`src/rtl/cdb_pkg.sv`:
```
// Shared CDB types and sizing.
// Lane bundle consumed by the RS, ROB and valid list.
package cdb_pkg;

    localparam int CDB_NUM_FU = 8;
    localparam int CDB_WAYS   = 4;
    localparam int XLEN       = 32;
    localparam int PRF        = 64;
    localparam int TW         = $clog2(PRF);

    typedef struct packed {
        logic            valid;
        logic [TW-1:0]   tag;
        logic [XLEN-1:0] value;
    } cdb_lane_t;

endpackage

```
`src/rtl/rr_multi_select.sv`:
```
// Rotating-priority selector granting up to K of N requests.
// Grants are packed into lanes in scan order starting at ptr.
module rr_multi_select #(
    parameter int N = 8,
    parameter int K = 4,
    localparam int PW = (N > 1) ? $clog2(N) : 1
) (
    input  logic [N-1:0]         req,
    input  logic [PW-1:0]        ptr,
    output logic [N-1:0]         gnt,
    output logic [K-1:0]         lane_vld,
    output logic [K-1:0][PW-1:0] lane_idx,
    output logic [PW-1:0]        next_ptr
);

    logic [N-1:0]  rot;
    logic [N-1:0]  rem;
    logic          hit;
    logic [PW-1:0] pos;

    function automatic logic [PW-1:0] wrap(input logic [PW:0] v);
        logic [PW:0] r;
        r = (v >= (PW+1)'(N)) ? v - (PW+1)'(N) : v;
        return r[PW-1:0];
    endfunction

    // Rotate so that bit 0 is the FU at ptr.
    always_comb begin
        rot = '0;
        for (int j = 0; j < N; j++) begin
            rot[j] = req[wrap({1'b0, PW'(j)} + {1'b0, ptr})];
        end
    end

    // K cascaded find-first-set passes, each un-rotated to an FU index.
    always_comb begin
        rem      = rot;
        gnt      = '0;
        lane_vld = '0;
        lane_idx = '0;
        next_ptr = ptr;
        hit      = 1'b0;
        pos      = '0;
        for (int k = 0; k < K; k++) begin
            hit = 1'b0;
            pos = '0;
            for (int j = N - 1; j >= 0; j--) begin
                if (rem[j]) begin
                    hit = 1'b1;
                    pos = PW'(j);
                end
            end
            if (hit) begin
                rem[pos]       = 1'b0;
                lane_vld[k]    = 1'b1;
                lane_idx[k]    = wrap({1'b0, pos} + {1'b0, ptr});
                gnt[lane_idx[k]] = 1'b1;
                next_ptr       = wrap({1'b0, lane_idx[k]} + (PW+1)'(1));
            end
        end
    end

endmodule

```
`src/rtl/cdb_arbiter.sv`:
```
// Common data bus arbiter: picks up to WAYS FU results per cycle.
// Broadcast is registered, one cycle after the grant.
module cdb_arbiter
    import cdb_pkg::*;
#(
    parameter int NUM_FU = CDB_NUM_FU,
    parameter int WAYS   = CDB_WAYS
) (
    input  logic                        clock,
    input  logic                        reset,
    input  logic                        except,
    input  logic [NUM_FU-1:0]           fu_valid,
    input  logic [NUM_FU-1:0][TW-1:0]   fu_tag,
    input  logic [NUM_FU-1:0][XLEN-1:0] fu_value,
    output logic [NUM_FU-1:0]           fu_ready,
    output logic [WAYS-1:0]             cdb_valid,
    output logic [WAYS-1:0][TW-1:0]     cdb_tag,
    output logic [WAYS-1:0][XLEN-1:0]   cdb_value
);

    localparam int PW = (NUM_FU > 1) ? $clog2(NUM_FU) : 1;

    logic [PW-1:0]           rr_ptr;
    logic [PW-1:0]           next_ptr;
    logic [NUM_FU-1:0]       gnt;
    logic [WAYS-1:0]         lane_vld;
    logic [WAYS-1:0][PW-1:0] lane_idx;
    cdb_lane_t               lane_q [WAYS];
    cdb_lane_t               lane_d [WAYS];

    rr_multi_select #(
        .N (NUM_FU),
        .K (WAYS)
    ) u_sel (
        .req      (fu_valid),
        .ptr      (rr_ptr),
        .gnt      (gnt),
        .lane_vld (lane_vld),
        .lane_idx (lane_idx),
        .next_ptr (next_ptr)
    );

    assign fu_ready = gnt & ~{NUM_FU{except}} & {NUM_FU{reset}};

    // Lane mux; idle lanes keep their last tag/value.
    always_comb begin
        for (int k = 0; k < WAYS; k++) begin
            lane_d[k]       = lane_q[k];
            lane_d[k].valid = 1'b0;
            if (!except && lane_vld[k]) begin
                lane_d[k].valid = 1'b1;
                lane_d[k].tag   = fu_tag[lane_idx[k]];
                lane_d[k].value = fu_value[lane_idx[k]];
            end
        end
    end

    // Broadcast registers.
    always_ff @(posedge clock) begin
        for (int k = 0; k < WAYS; k++) begin
            if (!reset) begin
                lane_q[k] <= '0;
            end else begin
                lane_q[k] <= lane_d[k];
            end
        end
    end

    // Round-robin pointer; flush restarts the scan at FU 0.
    always_ff @(posedge clock) begin
        if (!reset) begin
            rr_ptr <= '0;
        end else if (except) begin
            rr_ptr <= '0;
        end else begin
            rr_ptr <= next_ptr;
        end
    end

    // Flatten lanes onto the output ports.
    always_comb begin
        for (int k = 0; k < WAYS; k++) begin
            cdb_valid[k] = lane_q[k].valid;
            cdb_tag[k]   = lane_q[k].tag;
            cdb_value[k] = lane_q[k].value;
        end
    end

endmodule

```
`config.mk`:
```
export PLATFORM = sky130hd
export DESIGN_NAME = cdb_arbiter
export DESIGN_NICKNAME = d
export VERILOG_FILES = /design/src/rtl/cdb_pkg.sv /design/src/rtl/rr_multi_select.sv /design/src/rtl/cdb_arbiter.sv
export SDC_FILE = /design/constraint.sdc
export NUM_CORES = 1
export LEC_CHECK = 0
export CAP_MARGIN = 20
export CORE_MARGIN = 2
export CORE_UTILIZATION = 30
export CTS_BUF_LIST = sky130_fd_sc_hd__clkbuf_4 sky130_fd_sc_hd__clkbuf_8
export DETAILED_ROUTE_END_ITERATION = 10
export PLACE_DENSITY = 0.52
export SKIP_LAST_GASP = 1
export SYNTH_ARGS = -nofsm -noshare
export SYNTH_HDL_FRONTEND = slang
export SYNTH_SLANG_ARGS = --single-unit
```
`constraint.sdc`:
```
create_clock -name clock -period 15.2 [get_ports clock]
set_input_delay 2.28 -clock clock [delete_from_list [all_inputs] [get_ports clock]]
set_output_delay 2.28 -clock clock [all_outputs]
set_load 0.1 [all_outputs]
```
==> impl_metrics.toml <==
[detailed_routing]
dr_total_vias = 20218
drt-pass1-iter-count = 6
drc = 0
dr_wl_met3_um = 9297
wl_met2_um = 42740
drt-total-wl_um = 96110
m1WireLength_um = 40710
wl_per_cell_um = 31.79
drt_iter0_markers = 2369
antenna_left = 0
avgViaCountPerCell = 6.688
top_layer = "met5"

[layout]
multi_input_area_mm2 = 0.01255
area_growth_pct = 34.17
drive_gt1_share_pct = 12.49
nFillCells = 5406
seq_area_mm2 = 0.003183
mostFrequentLayoutCells = "clkdlybuf4s50_1 (477), mux2i_1 (159), dfxtp_1 (159), nand2_1 (148), a21oi_1 (129)"
nets = 2629
final_common_cell = "clkdlybuf4s50_1"

[timing]
setup_violations = 0
fmax_mhz = 81.69
worst_pin_slew_ns = 1.176
rsz0062_at_grt = "false"
fin_tns_setup_ns = 0
skew_ns = 0.01767
report.final.slew_viol_count = 0
timing.hold.ws_ns = 0.4604
finalCritPeriodShare_pct = 80.54
min_period_ns = 12.24
hold_violations = 0
slew-limit-headroom_pct = 21.33

[worst_setup_path]
max_stage_delay_ns = 1.22
crit_fanout = 30
cp.arrival_ns = 9.96
crit_path_start_kind = "input port"
cp_slowest_cell = "clkdlybuf4s50_1"
reg2reg_from = "rr_ptr[1]"
required_ns = 12.92
r2r_end = "rr_ptr[2]"
path_cells = "clkdlybuf4s50_1 -> mux4_2 -> mux2i_1 -> and2_1 -> o21ai_1 -> a22oi_1 -> a21oi_1 -> o41ai_4 -> nor2b_1 -> o41ai_1 -> o21ai_0 -> nand2_1 -> ha_4 -> fa_2 -> buf_4 -> nor2b_1 -> nand3_1 -> o21a_1 -> a41oi_1 -> clkdlybuf4s50_1"
r2r_slack_ns = 6.92
reg2reg_depth = 22
crit_type = "in2out"
worstSetupEndpointType = "primary output"

[clock_network]
postCtsSetupRepairBufs = 0
clkTransAtPathRegs_ns = 0.10
cts_tree = "built"
cts_hold_buffers = 0
clk_path_buf_depth = 2
cts-root-buf = "clkbuf_8"
cts_sinks = 159
cts_resized = 0
h-tree-depth = 4
cts_inserted_buffers = 17
clk_latency_ns = 0.59

[grt]
grt_max_degree = 98
grt_pass1_vias = 19633
track_usage_pct = 32.85
grt_pass1_wl_um = 138500
gr-total-overflow = 0
antenna_found_initial = 8

[synthesis]
syn-num-nets = 2323
syn_inst = 2000
synth-seq-cells = 159
seq_area_frac_synth_pct = 19.26
synth_area_mm2 = 0.01653
synth_edf_count = 0
ys_warn_count = 0
synthFlopType = "dfxtp_1"
async_flop_share_pct = 0
yosysUniqueCellTypes = 74
syn_avg_cell_area_um2 = 8.264

[floorplan]
num_rows = 86
start_util_pct = 30.18
die_w_um = 238.7
boundaryPins = 479
core_mm2 = 0.05477
die_area_mm2 = 0.05699
die_y_um = 238.7

[place]
portBuffers = 478
place_hpwl_um = 62900
globalplace.congestion = 0.9115

[status]
outcome = "completed"

[hold_path]
holdPathEnd = "lane_q[3][26]"
holdPathStages = 2
hold_class = "reg2reg"
hp-start = "lane_q[3][26]"

[job]
max_cap_viol_count = 0
-- cell type report --
| type | instances | area share, % |
|---|---|---|
| Inverter | 4 | 0.06770 |
| Antenna cell | 5 | 0.05642 |
| Timing Repair Buffer | 528 | 23.35 |
| Sequential cell | 159 | 14.35 |
| Clock inverter | 1 | 0.1354 |
| Multi-Input combinational cell | 1596 | 56.60 |
| Clock buffer | 26 | 1.473 |
| Tap cell | 704 | 3.972 |
-- Yosys cell counts (3+ instances only) --
cell       number  area (um^2)
buf_2          39        195.2
nand4_1         4        25.02
xor2_1          3        26.28
a211o_1         4        35.03
a21o_1         40        300.3
and3_1         43        269.0
xnor2_1        12        105.1
a221oi_1      115         1007
dfxtp_1       159         3183
nand3_1        13        65.06
o311a_1        39        390.4
nor3_1        122        610.6
nand2b_1        7        43.79
a21boi_0       40        300.3
buf_1          23        86.33
nand2_1       156        585.6
o21ai_0        47        235.2
o21a_1          4        30.03
a31oi_1         7        43.79
or3_1           4        25.02
o2bb2ai_1      37        324.1
o21ai_1         4        20.02
mux2i_1       159         1592
a22oi_1        43        322.8
mux4_2         45         1013
a21oi_1       131        655.6
and2_1          8        50.05
nor2b_1         4        25.02
ha_1            7        87.58
clkbuf_1      173        649.4
buf_6           4        45.04
mux2_2        118         1329
o41ai_1        40        350.3
a221o_1        77        770.7
o22ai_1        42        262.8
o31ai_1        40        300.3
nor4_1          4        25.02
a211oi_1       40        300.3
nor2_1        100        375.4
-- logic make-up after synthesis --
| family | synth area share (%) |
|---|---|
| and+or+nand+nor | 13.02 |
| AOI/OAI and AO/OA | 35.74 |
| buffers and inverters | 6.071 |
| muxes | 24.23 |
| DFF | 19.26 |
| adders and majority gates | 0.6510 |
| xor gates and xnor gates | 1.030 |
-- registers in the layout (all words and copies together), names as in the netlist --
register  count
lane_q      156
rr_ptr        3
-- worst max-delay path by stage --
stage | slack [ns] | endpoint | start
6_report | 2.96 | fu_ready[2] | fu_valid[1]
5_1_grt | 2.51 | fu_ready[2] | fu_valid[1]
3_5_place_dp | 3.08 | fu_ready[2] | fu_valid[1]
3_3_place_gp | 3.00 | fu_ready[2] | fu_valid[1]
4_1_cts | 3.09 | fu_ready[2] | fu_valid[1]
2_1_floorplan | 4.26 | fu_ready[7] | fu_valid[6]
-- worst max-delay path: cells and delay by family --
kind | cells | cell delay (ns)
multiplexers | 2 | 1.20
AO/OA/AOI/OAI | 8 | 2.05
buffers and inverters | 3 | 2.21
AND/OR/NAND/NOR | 5 | 1.17
adder cells (fa/ha/maj) | 2 | 1.00
-- metal layers --
| layer | GRT usage [%] | vias up |
|---|---|---|
| li1 | - | 8636 |
| met1 | 44.47 | 10048 |
| met2 | 50.27 | 1326 |
| met3 | 7.587 | 204 |
| met4 | 13.13 | 4 |
| met5 | 0 | - |
-- per-stage QoR --
stage / worst slack, ns / utilization, % / area (um^2) / std cells
6_report: 2.958 / 40.49 / 22180 / 3023
5_1_grt: 2.512 / 40.49 / 22180 / 3023
4_1_cts: 3.085 / 40.42 / 22140 / 3017
3_5_place_dp: 3.080 / 39.77 / 21780 / 2990
3_3_place_gp: 2.998 / 39.77 / 21780 / 2990
2_1_floorplan: 4.258 / - / 16530 / 2000
Power is not shown: default switching activity piles up to over one toggle a cycle in this logic, so the estimate is an artifact.
